<file path="config.mk">
export PLATFORM = sky130hd
export DESIGN_NAME = seg7_hex
export DESIGN_NICKNAME = d
export VERILOG_FILES = /design/src/rtl/lfsr_pkg.sv /design/src/rtl/seg7_hex.sv
export SDC_FILE = /design/constraint.sdc
export NUM_CORES = 1
export LEC_CHECK = 0
export BUFFER_PORTS_ARGS = -buffer_cell sky130_fd_sc_hd__buf_2
export CORE_AREA = 2 2 39 41
export DETAILED_ROUTE_END_ITERATION = 16
export DIE_AREA = 0 0 41 43
export MAX_ROUTING_LAYER = met4
export PLACE_DENSITY = 0.36
export SLEW_MARGIN = 30
export SYNTH_ARGS = -nofsm -noshare
export SYNTH_HDL_FRONTEND = slang
export SYNTH_SLANG_ARGS = --single-unit
</file>
<file path="constraint.sdc">
create_clock -name vclk -period 3.9
set_input_delay 0.78 -clock vclk [all_inputs]
set_output_delay 0.78 -clock vclk [all_outputs]
set_load 0.05 [all_outputs]
</file>
<file path="src/rtl/lfsr_pkg.sv">
// Shared definitions for the 8-bit LFSR pattern generator and its checker:
// tap set, next-state function, checker FSM states and hex glyph table.
package lfsr_pkg;

  // Feedback taps are bits 7,5,4,3; feedback enters at bit 7 on a right shift.
  localparam logic [7:0] TAP_MASK = 8'hB8;

  typedef enum logic [1:0] {
    ST_HUNT   = 2'd0,
    ST_VERIFY = 2'd1,
    ST_LOCKED = 2'd2
  } state_t;

  // Hex glyphs, active-high, bit7..0 = a,b,c,d,e,f,g,dp; index 0 is the LSB entry.
  localparam logic [15:0][7:0] SEG_GLYPH = {
    8'h8E, 8'h9E, 8'h7A, 8'h9C, 8'h3E, 8'hEE, 8'hF6, 8'hFE,
    8'hE0, 8'hBE, 8'hB6, 8'h66, 8'hF2, 8'hDA, 8'h60, 8'hFC
  };

  function automatic logic [7:0] nxt(input logic [7:0] x);
    return {^(x & TAP_MASK), x[7:1]};
  endfunction

endpackage

</file>
<file path="src/rtl/seg7_hex.sv">
// Hex nibble to active-low seven-segment pattern, decimal point held off.
module seg7_hex
  import lfsr_pkg::*;
(
  input  logic [3:0] hex,
  output logic [7:0] seg_n
);

  assign seg_n = ~SEG_GLYPH[hex];

endmodule

</file>
# Yosys cells after proc, flatten, opt, wreduce, memory -nomap -nowiden
# Memories as Yosys holds them, arrays and structs flattened.
# Cells that the tools add are included.
# op_classes
n_lt_le_gt_ge,1
n_mux,1
bitwise_logic,1
# ops
op,n
two-way mux 8 bit,1
NOT 8 bit,1
less-than comparator 4 x 5 -> 1 bit (second input constant),1
# totals
regBits,0
rom_bits,128
in_bits,4
output_inout_bits,8
wordCells,4
memories,1
# mem_list
memory,words,width,rd,rd_ports_with_merged_regs,write_ports,line,rtl
(no name shown),16,8,1,0,0,seg7_hex.sv:9,assign seg_n = ~SEG_GLYPH[hex];

# Logic depth before layout (Yosys ltp)
# Gate-level depths: netlist of the first run.
# logic_depth
ltp_word,3
depth_mapped,5
mapped_depth_nobuf,5

# Worst setup path after synthesis of the first run
# Ideal clock, no wire load.
# synth_timing
path_type,input port to output port
startpoint,in hex[0]
endpoint,out seg_n[3]
t_arrival_ps,2374
t_required_ps,3120
path_slack_ps,746
path_stages,4
cell_sequence,inv_1 -> ha_1 -> nor2b_1 -> o32ai_1
# synth_between
elab_chain_cells,3
# synth_rtl
item,line,rtl
from (decl),seg7_hex.sv:5,"input logic [3:0] hex,"
memory (16 x 8 bit),-,
two-way mux 8 bit (not written as such),seg7_hex.sv:9,
NOT 8 bit,seg7_hex.sv:9,
to (decl),seg7_hex.sv:6,output logic [7:0] seg_n
# No other way between the ends. The select of a mux whose other input is x is not followed.

# Worst setup path after layout of the first run
# layout_timing
startpoint,in hex[1]
endpoint,out seg_n[7]
# The elaborated chain is that of the path after synthesis.

==> results.md, run 1 <==
Global routing:
- The via count of the first global-routing pass is 200.
- The number of antenna violations at the first check in global routing is 0.
- Entering global routing, the biggest net connects 13 pins.
- The global-route wire length before repair is 862 um.
- Global routing consumed, over all layers together, 6.67% of the routing resources.
- Global routing finished with a remaining overflow of 0.

Logic synthesis:
- The number of distinct library cells after synthesis is 18.
- The commonest cells after synthesis are 6 x sky130_fd_sc_hd__ha_1, 3 x sky130_fd_sc_hd__inv_1, 3 x sky130_fd_sc_hd__nand2_1, 3 x sky130_fd_sc_hd__nor2_1.
- The synthesized design devotes to its leading area cell type roughly 29% of total area.
- The Yosys step of the flow raised 0 warnings.
- Measured against the total synthesized area, the mux share comes to 16.2%.
- The fraction of the mapped netlist area in simple logic gates is between 20% and 30%.
- The register area share after synthesis is 0%.
- After synthesis, the largest family of logic cells by area is adder cells.
- The synthesized netlist devotes roughly 29% of its cell area to adder and majority cells.
- sky130_fd_sc_hd__ha_1 takes more of the synthesized area than any other cell.
- Summing the areas of all compound-gate instances in the mapped netlist gives a little under a fifth of the synthesized area.
- The most common cell in the synthesized netlist is sky130_fd_sc_hd__ha_1.
- The synthesized netlist net count is 43.
- After Yosys synthesis, XOR and XNOR cells account for 0% of the synthesized area.
- The post-synthesis instance total is 33.
- In this run the mean area of a mapped cell was 7.96 um^2.
- By area the synthesized netlist is led by sky130_fd_sc_hd__ha_1 29%, sky130_fd_sc_hd__mux4_2 8.6%, sky130_fd_sc_hd__mux2i_1 7.6%, sky130_fd_sc_hd__a22o_1 6.7%, sky130_fd_sc_hd__buf_4 5.7%.
- The synthesized netlist occupies a cell area of 263 um^2.

Worst setup path:
- STA classifies the critical path startpoint as an input pin.
- The worst stage delay on the critical path is about 0.36 ns.
- The data required time of the worst path is 3.12 ns.
- The cell occurring most often along the worst timing path is sky130_fd_sc_hd__buf_2.
- The type of the worst setup path is input pin to output port.
- The maximum fanout count along the critical path is 5.
- The critical path endpoint category is an output port.
- Traced cell by cell, the critical path runs through buf_2, inv_1, ha_1, nor2b_1, or3b_1, o21ai_1, buf_2.
- The data arrival time of the worst path is 2.04 ns.
- The number of buffers and inverters on the critical path is 3.
- The family with the most delay on the worst path is buffers and inverters.
- Among all stages on the critical path, the largest delay is contributed by sky130_fd_sc_hd__or3b_1.

Placement:
- Including well taps, the total number of placed cells is between 50 and 60.
- The congestion estimate from routability-driven global placement came to 0.655.
- The post-detailed-placement half-perimeter wirelength is 449 um.
- The number of buffers inserted by port buffering is 11.

Floorplan:
- The floorplan has 14 rows.
- In this run the standard cell core region covers around 1400 um^2.
- The initial standard-cell utilization of the core is 19.0%.
- The die covers approximately 1800 um^2.
- The die width is 41 um.
- During I/O placement, the number of pins put on the boundary was 12.
- In this run the vertical extent of the chip is ~43 um.

Final layout:
- The area added between synthesis and finish is 18.6%.
- The count of non-filler cells in the finished layout is 57.
- The number of fill cells in the layout is around 160.
- The final layout net count is 53.
- The area taken by flip-flops and latches is 0 um^2.
- Of the cells placed in the final design, the portion with a size suffix greater than 1 is a little under a third.
- The diode insertion count for antenna repair is 0.
- The sequential cell count is 0.
- After layout, the clock buffer instance count stands at 0.

Clock network:
- Hold repair after CTS inserted 0 buffers.
- The number of resized instances in the post-cts repair step is 0.
- The post-CTS setup repair buffer count is 0.

STA:
- The highest attainable clock frequency is about 350 MHz.
- Counting I/O delays and the setup requirement, the final critical path takes ~2.8 ns.
- The final sum of negative setup slack is 0 ns.
- The share of the clock period used by the worst path after layout is ~72%.
- Setup repair after global routing left no endpoint under its margin.
- The total setup violations reported at the end of the flow is 0.
- The final hold violation count is 0.
- The count of final max-slew check failures is 0.

Route:
- For this block, the initial DRC count from the detailed router was 1.
- The residual antenna-violating net count after detailed routing is 0.
- After detailed routing, the average wire length per cell comes to 9.14 um.
- Dividing the detail-routed via count by the number of cells gives 4.26.
- The routed layout has 243 vias.
- Summed over all layers, the routed wires come to 521 um.
- The first detailed-routing pass took 4 iterations.
- For this run, design rule violations remaining after detail routing come to 0.

Power and ir drop:
- The total power divided by cell area is 177 nW/um^2.
- The overall power after layout is 55.1 uW.
- Across the VDD grid, the largest voltage drop is 45.8 uV.
- The leakage power is 0.171 nW.

Flow run:
- The tool flagged a number of max-cap violations equal to 0.

Worst hold path:
- In this run the worst hold path is classified as input pin to output port.

Outcome:
- The flow ran to the end, and the final reports show no timing, DRC or antenna violations.
## area by class of cell
type | count | area [um^2] | share of cell area, %
well taps | 16 | 20.0 | 6.43
multi-input cells | 27 | 225 | 72.3
inverters | 3 | 11.3 | 3.61
repair buffers | 11 | 55.1 | 17.7
## where the power goes
| group | total, mW | internal (mW) | switching (mW) | leakage (nW) |
|---|---|---|---|---|
| Combinational | 0.0551 | 0.0155 | 0.0396 | 0.171 |
| Clock | 0 | 0 | 0 | 0 |
| Sequential | 0 | 0 | 0 | 0 |
| Total | 0.0551 | 0.0155 | 0.0396 | 0.171 |
## layer usage
layer	global-route usage, %	vias up	wire length (um)
li1	-	128	-
met1	10.2	107	238
met2	10.3	8	240
met3	0	0	42
met4	0	0	0
met5	-	-	0
## layout by cell type, fill, tap and decap left out
| master | n |
|---|---|
| sky130_fd_sc_hd__mux2i_1 | 2 |
| sky130_fd_sc_hd__buf_2 | 11 |
| sky130_fd_sc_hd__inv_1 | 3 |
| sky130_fd_sc_hd__o32ai_1 | 1 |
| sky130_fd_sc_hd__nor2_1 | 3 |
| sky130_fd_sc_hd__nor2b_1 | 2 |
| sky130_fd_sc_hd__a31oi_1 | 1 |
| sky130_fd_sc_hd__mux4_2 | 1 |
| sky130_fd_sc_hd__a32o_1 | 1 |
| sky130_fd_sc_hd__ha_1 | 6 |
| sky130_fd_sc_hd__or3b_1 | 1 |
| sky130_fd_sc_hd__nand2b_1 | 1 |
| sky130_fd_sc_hd__nor2_2 | 1 |
| sky130_fd_sc_hd__nand2_1 | 3 |
| sky130_fd_sc_hd__conb_1 | 1 |
| sky130_fd_sc_hd__o21ai_1 | 1 |
| sky130_fd_sc_hd__a22o_1 | 2 |
## final timing paths
path / startpoint / to / cells after the start
worst min-delay path: hex[2] / seg_n[7] / 3
worst max-delay path: hex[1] / seg_n[7] / 7
## logic make-up after synthesis
kind of cell | after synthesis
simple gates | 11
compound gates | 6
fa+ha+maj | 6
buf+inv | 6
mux | 3
other cells | 1
## stage by stage
stage	instance area (um^2)	setup slack, ns	utilization, %	hold WS (ns)
finish	312	1.08	22.5	2.05
floorplan	263	0.746	-	1.93
CTS	312	1.07	22.5	2.06
global placement	312	1.05	22.5	2.07
global route	312	0.966	22.5	2.10
detailed placement	312	1.07	22.5	2.06
Power figures use the tool's default switching activity.
==> run 2: changes to the inputs <==
--- a/config.mk
+++ b/config.mk
@@ -10,7 +10,7 @@
 export DETAILED_ROUTE_END_ITERATION = 16
 export DIE_AREA = 0 0 41 43
 export MAX_ROUTING_LAYER = met4
-export PLACE_DENSITY = 0.36
+export PLACE_DENSITY = 0.38
 export SLEW_MARGIN = 30
 export SYNTH_ARGS = -nofsm -noshare
 export SYNTH_HDL_FRONTEND = slang
==> constraint.sdc (replaced) <==
create_clock -name vclk -period 2.4
set_input_delay 0.48 -clock vclk [all_inputs]
set_output_delay 0.48 -clock vclk [all_outputs]
set_load 0.05 [all_outputs]
==> run 2 against run 1 <==
Against the previous run:
- via count is 2.9% lower
- utilization is 0.54 points higher
- global-route usage is 0.10 points lower
- critical endpoint unchanged
- largest cell class unchanged
==> results.md, run 2 (same netlist as run 1, synthesis figures left out) <==
Placement:
- The instance area after placement was 319 um^2 (+2.4%).
- The instance count after placement with tap cells included is 57 (unchanged).
- The post-detailed-placement half-perimeter wirelength is 452 um (+0.53%).
- The number of buffers inserted by port buffering is 11 (unchanged).
- The final weighted congestion of routability-driven global placement is 0.628 (-4.0%).

STA:
- The final sum of negative setup slack was 0 ns (unchanged).
- The count of final max-slew check failures came to 0 (unchanged).
- The share of the clock period used by the worst path after layout is ~93%.
- The final hold violation count is 0 (unchanged).
- The total setup violations reported at the end of the flow is 0 (unchanged).
- Derived from the worst setup path, the maximum achievable clock frequency is approximately 450 MHz.
- The shortest period the worst path allows is 2.23 ns.
- Setup repair after global routing left no endpoint under its margin.

Final layout:
- The final layout net count was 53 (unchanged).
- The area of all placed cells without fillers is 319 um^2 (+2.4%).
- The diode insertion count for antenna repair was 0 (unchanged).
- The count of non-filler cells in the finished layout was 57 (unchanged).
- The most frequent standard cell in the layout excluding fill and tap cells is sky130_fd_sc_hd__buf_2.
- The share of post-route cells with drive strength above 1 is 34.1% (+2.4 points).
- The total area of multi-input combinational cells came to 233 um^2 (+3.3%).
- The sequential cell count came to 0 (unchanged).
- The share of the core filled with cells is 23.1% (+0.54 points).
- The number of fill cells in the layout came to 157 (-3.7%).
- The top cell types in the final layout, fill and taps aside, are 11 x sky130_fd_sc_hd__buf_2, 6 x sky130_fd_sc_hd__ha_1, 3 x sky130_fd_sc_hd__inv_1, 3 x sky130_fd_sc_hd__nor2_1, 3 x sky130_fd_sc_hd__nand2_1.
- The area added between synthesis and finish is 21.4%.
- The area taken by flip-flops and latches came to 0 um^2 (unchanged).
- The layout clock buffer count is 0 (unchanged).

Global routing:
- The pin count of the biggest net entering global routing is 13 (unchanged).
- The via count of the first global-routing pass came to 187 (-6.5%).
- The global-route wire length before repair is 848 um (-1.6%).
- The number of antenna violations at the first check in global routing came to 0 (unchanged).
- The global routing usage summed across all routing layers came to 6.56% (-0.10 points).
- The total congestion overflow is 0 (unchanged).

Worst hold path:
- The number of cells on the worst hold path was 3 (unchanged).
- The worst hold path startpoint is hex[2].
- The worst hold-check path type is input pin to output port.
- The terminating pin of the worst hold path is seg_n[7].

Route:
- The detailed router's first-iteration violation count is 5 (+4).
- The via density per instance is 4.14 (-2.9%).
- The first-pass detailed-route iteration total is 4 (unchanged).
- The routed via count is 236 (-2.9%).
- The residual antenna-violating net count after detailed routing is 0 (unchanged).
- The total wirelength of the detailed-routed design is 534 um (+2.5%).
- The DRC violation count after routing is 0 (unchanged).
- The routed wirelength normalized by instance count was 9.37 um (+2.5%).

Worst setup path:
- The data arrival time of the worst path is 1.75 ns (-0.29 ns).
- The data required time of the worst path is 1.92 ns (-1.20 ns).
- The slowest stage of the critical path is the sky130_fd_sc_hd__or3b_1 cell.
- The maximum fanout count along the critical path is 5 (unchanged).
- The signal on the critical path passes through buf_2, inv_1, ha_1, nor2b_1, or3b_1, o21ai_1, buf_2.
- The worst stage delay on the critical path came to 0.36 ns (about the same).
- By instance count, the cell type seen most on the critical path is sky130_fd_sc_hd__buf_2.
- The critical path endpoint category is an output port.
- The worst setup path is launched from an input pin.
- The critical path in this run is classified as input pin to output port.

Floorplan:
- The die outline area was 1760 um^2 (unchanged).
- The die width is 41 um (unchanged).
- The placeable core area is 1380 um^2 (unchanged).
- The number of core rows is 14 (unchanged).
- The boundary pin count was 12 (unchanged).
- The die extent in y is 43 um (unchanged).
- The initial standard-cell utilization of the core is 19.0% (unchanged).

Outcome:
- The flow ran to the end, and the final reports show no timing, DRC or antenna violations.

Power and ir drop:
- The fraction of power consumed by sequential logic is 0% (unchanged).
- The worst vdd rail ir drop came to 96.5 uV (+110%).
- The leakage power is 0.173 nW (+1.3%).
- The clock network fraction of total power is 0% (unchanged).
- The total power divided by cell area is 287 nW/um^2 (+62%).
- The net switching power is 65.4 uW (+65%).
- The design internal power is 26.1 uW (+69%).
- The switching portion of total power is 71.5% (-0.49 points).
- The combinational share of power came to 100.0% (about the same).

Clock network:
- The number of resized instances in the post-cts repair step is 0 (unchanged).
- The count of hold-fix buffers inserted at cts is 0 (unchanged).
- The post-CTS setup repair buffer count was 0 (unchanged).

Flow run:
- The reported max-cap violation count is 0 (unchanged).
-- run 2: cell count changes in the layout (fill, tap and decap cells not counted) --
cell	previous run	this run
sky130_fd_sc_hd__o32ai_1	1	0
sky130_fd_sc_hd__o32ai_2	0	1
-- run 2: cell type report --
cell class / count / share of cell area, %
timing repair buffer: 11 / 17.3
inverter: 3 / 3.53
multi-input combinational: 27 / 72.9
tap: 16 / 6.27
-- run 2: metal layers --
layer / wire [um] / vias up / GRT usage [%] / part of all wire [%]
li1: - / 128 / - / -
met1: 235 / 101 / 10.8 / 44
met2: 258 / 7 / 9.38 / 48
met3: 40 / 0 / 0 / 7.5
met4: 0 / 0 / 0 / 0
met5: 0 / - / - / 0
-- run 2: per-stage QoR --
step           hold WS [ns]  power [mW]  setup WS (ns)
2_1_floorplan          1.30      0.0768          0.181
3_3_place_gp           1.47      0.0929          0.160
3_5_place_dp           1.47      0.0927          0.161
4_1_cts                1.48      0.0928          0.161
5_1_grt                1.51      0.0986         0.0643
6_report               1.47      0.0915          0.175
-- run 2: how the worst max path moves through the flow --
stage / from / end / slack [ns] / cells after the start
detailed placement: hex[1] / seg_n[7] / 0.16 / 7
global placement: hex[1] / seg_n[7] / 0.16 / 7
global route: hex[1] / seg_n[7] / 0.06 / 7
floorplan: hex[1] / seg_n[2] / 0.18 / 4
CTS: hex[1] / seg_n[7] / 0.16 / 7
finish: hex[1] / seg_n[7] / 0.17 / 7
-- run 2: power groups by stage --
| stage | logic, mW | registers [mW] | clock network (mW) |
|---|---|---|---|
| after detailed placement | 0.0927 | 0 | 0 |
| after floorplan | 0.0768 | 0 | 0 |
| after global routing | 0.0986 | 0 | 0 |
| final | 0.0915 | 0 | 0 |
| after global placement | 0.0929 | 0 | 0 |
| after CTS | 0.0928 | 0 | 0 |
-- run 2: worst max-delay path: cells and delay by family --
family	cells	cell delay [ns]
AND/OR/NAND/NOR	2	0.44
AO/OA/AOI/OAI	1	0.07
buffers and inverters	3	0.52
adder cells (fa/ha/maj)	1	0.23
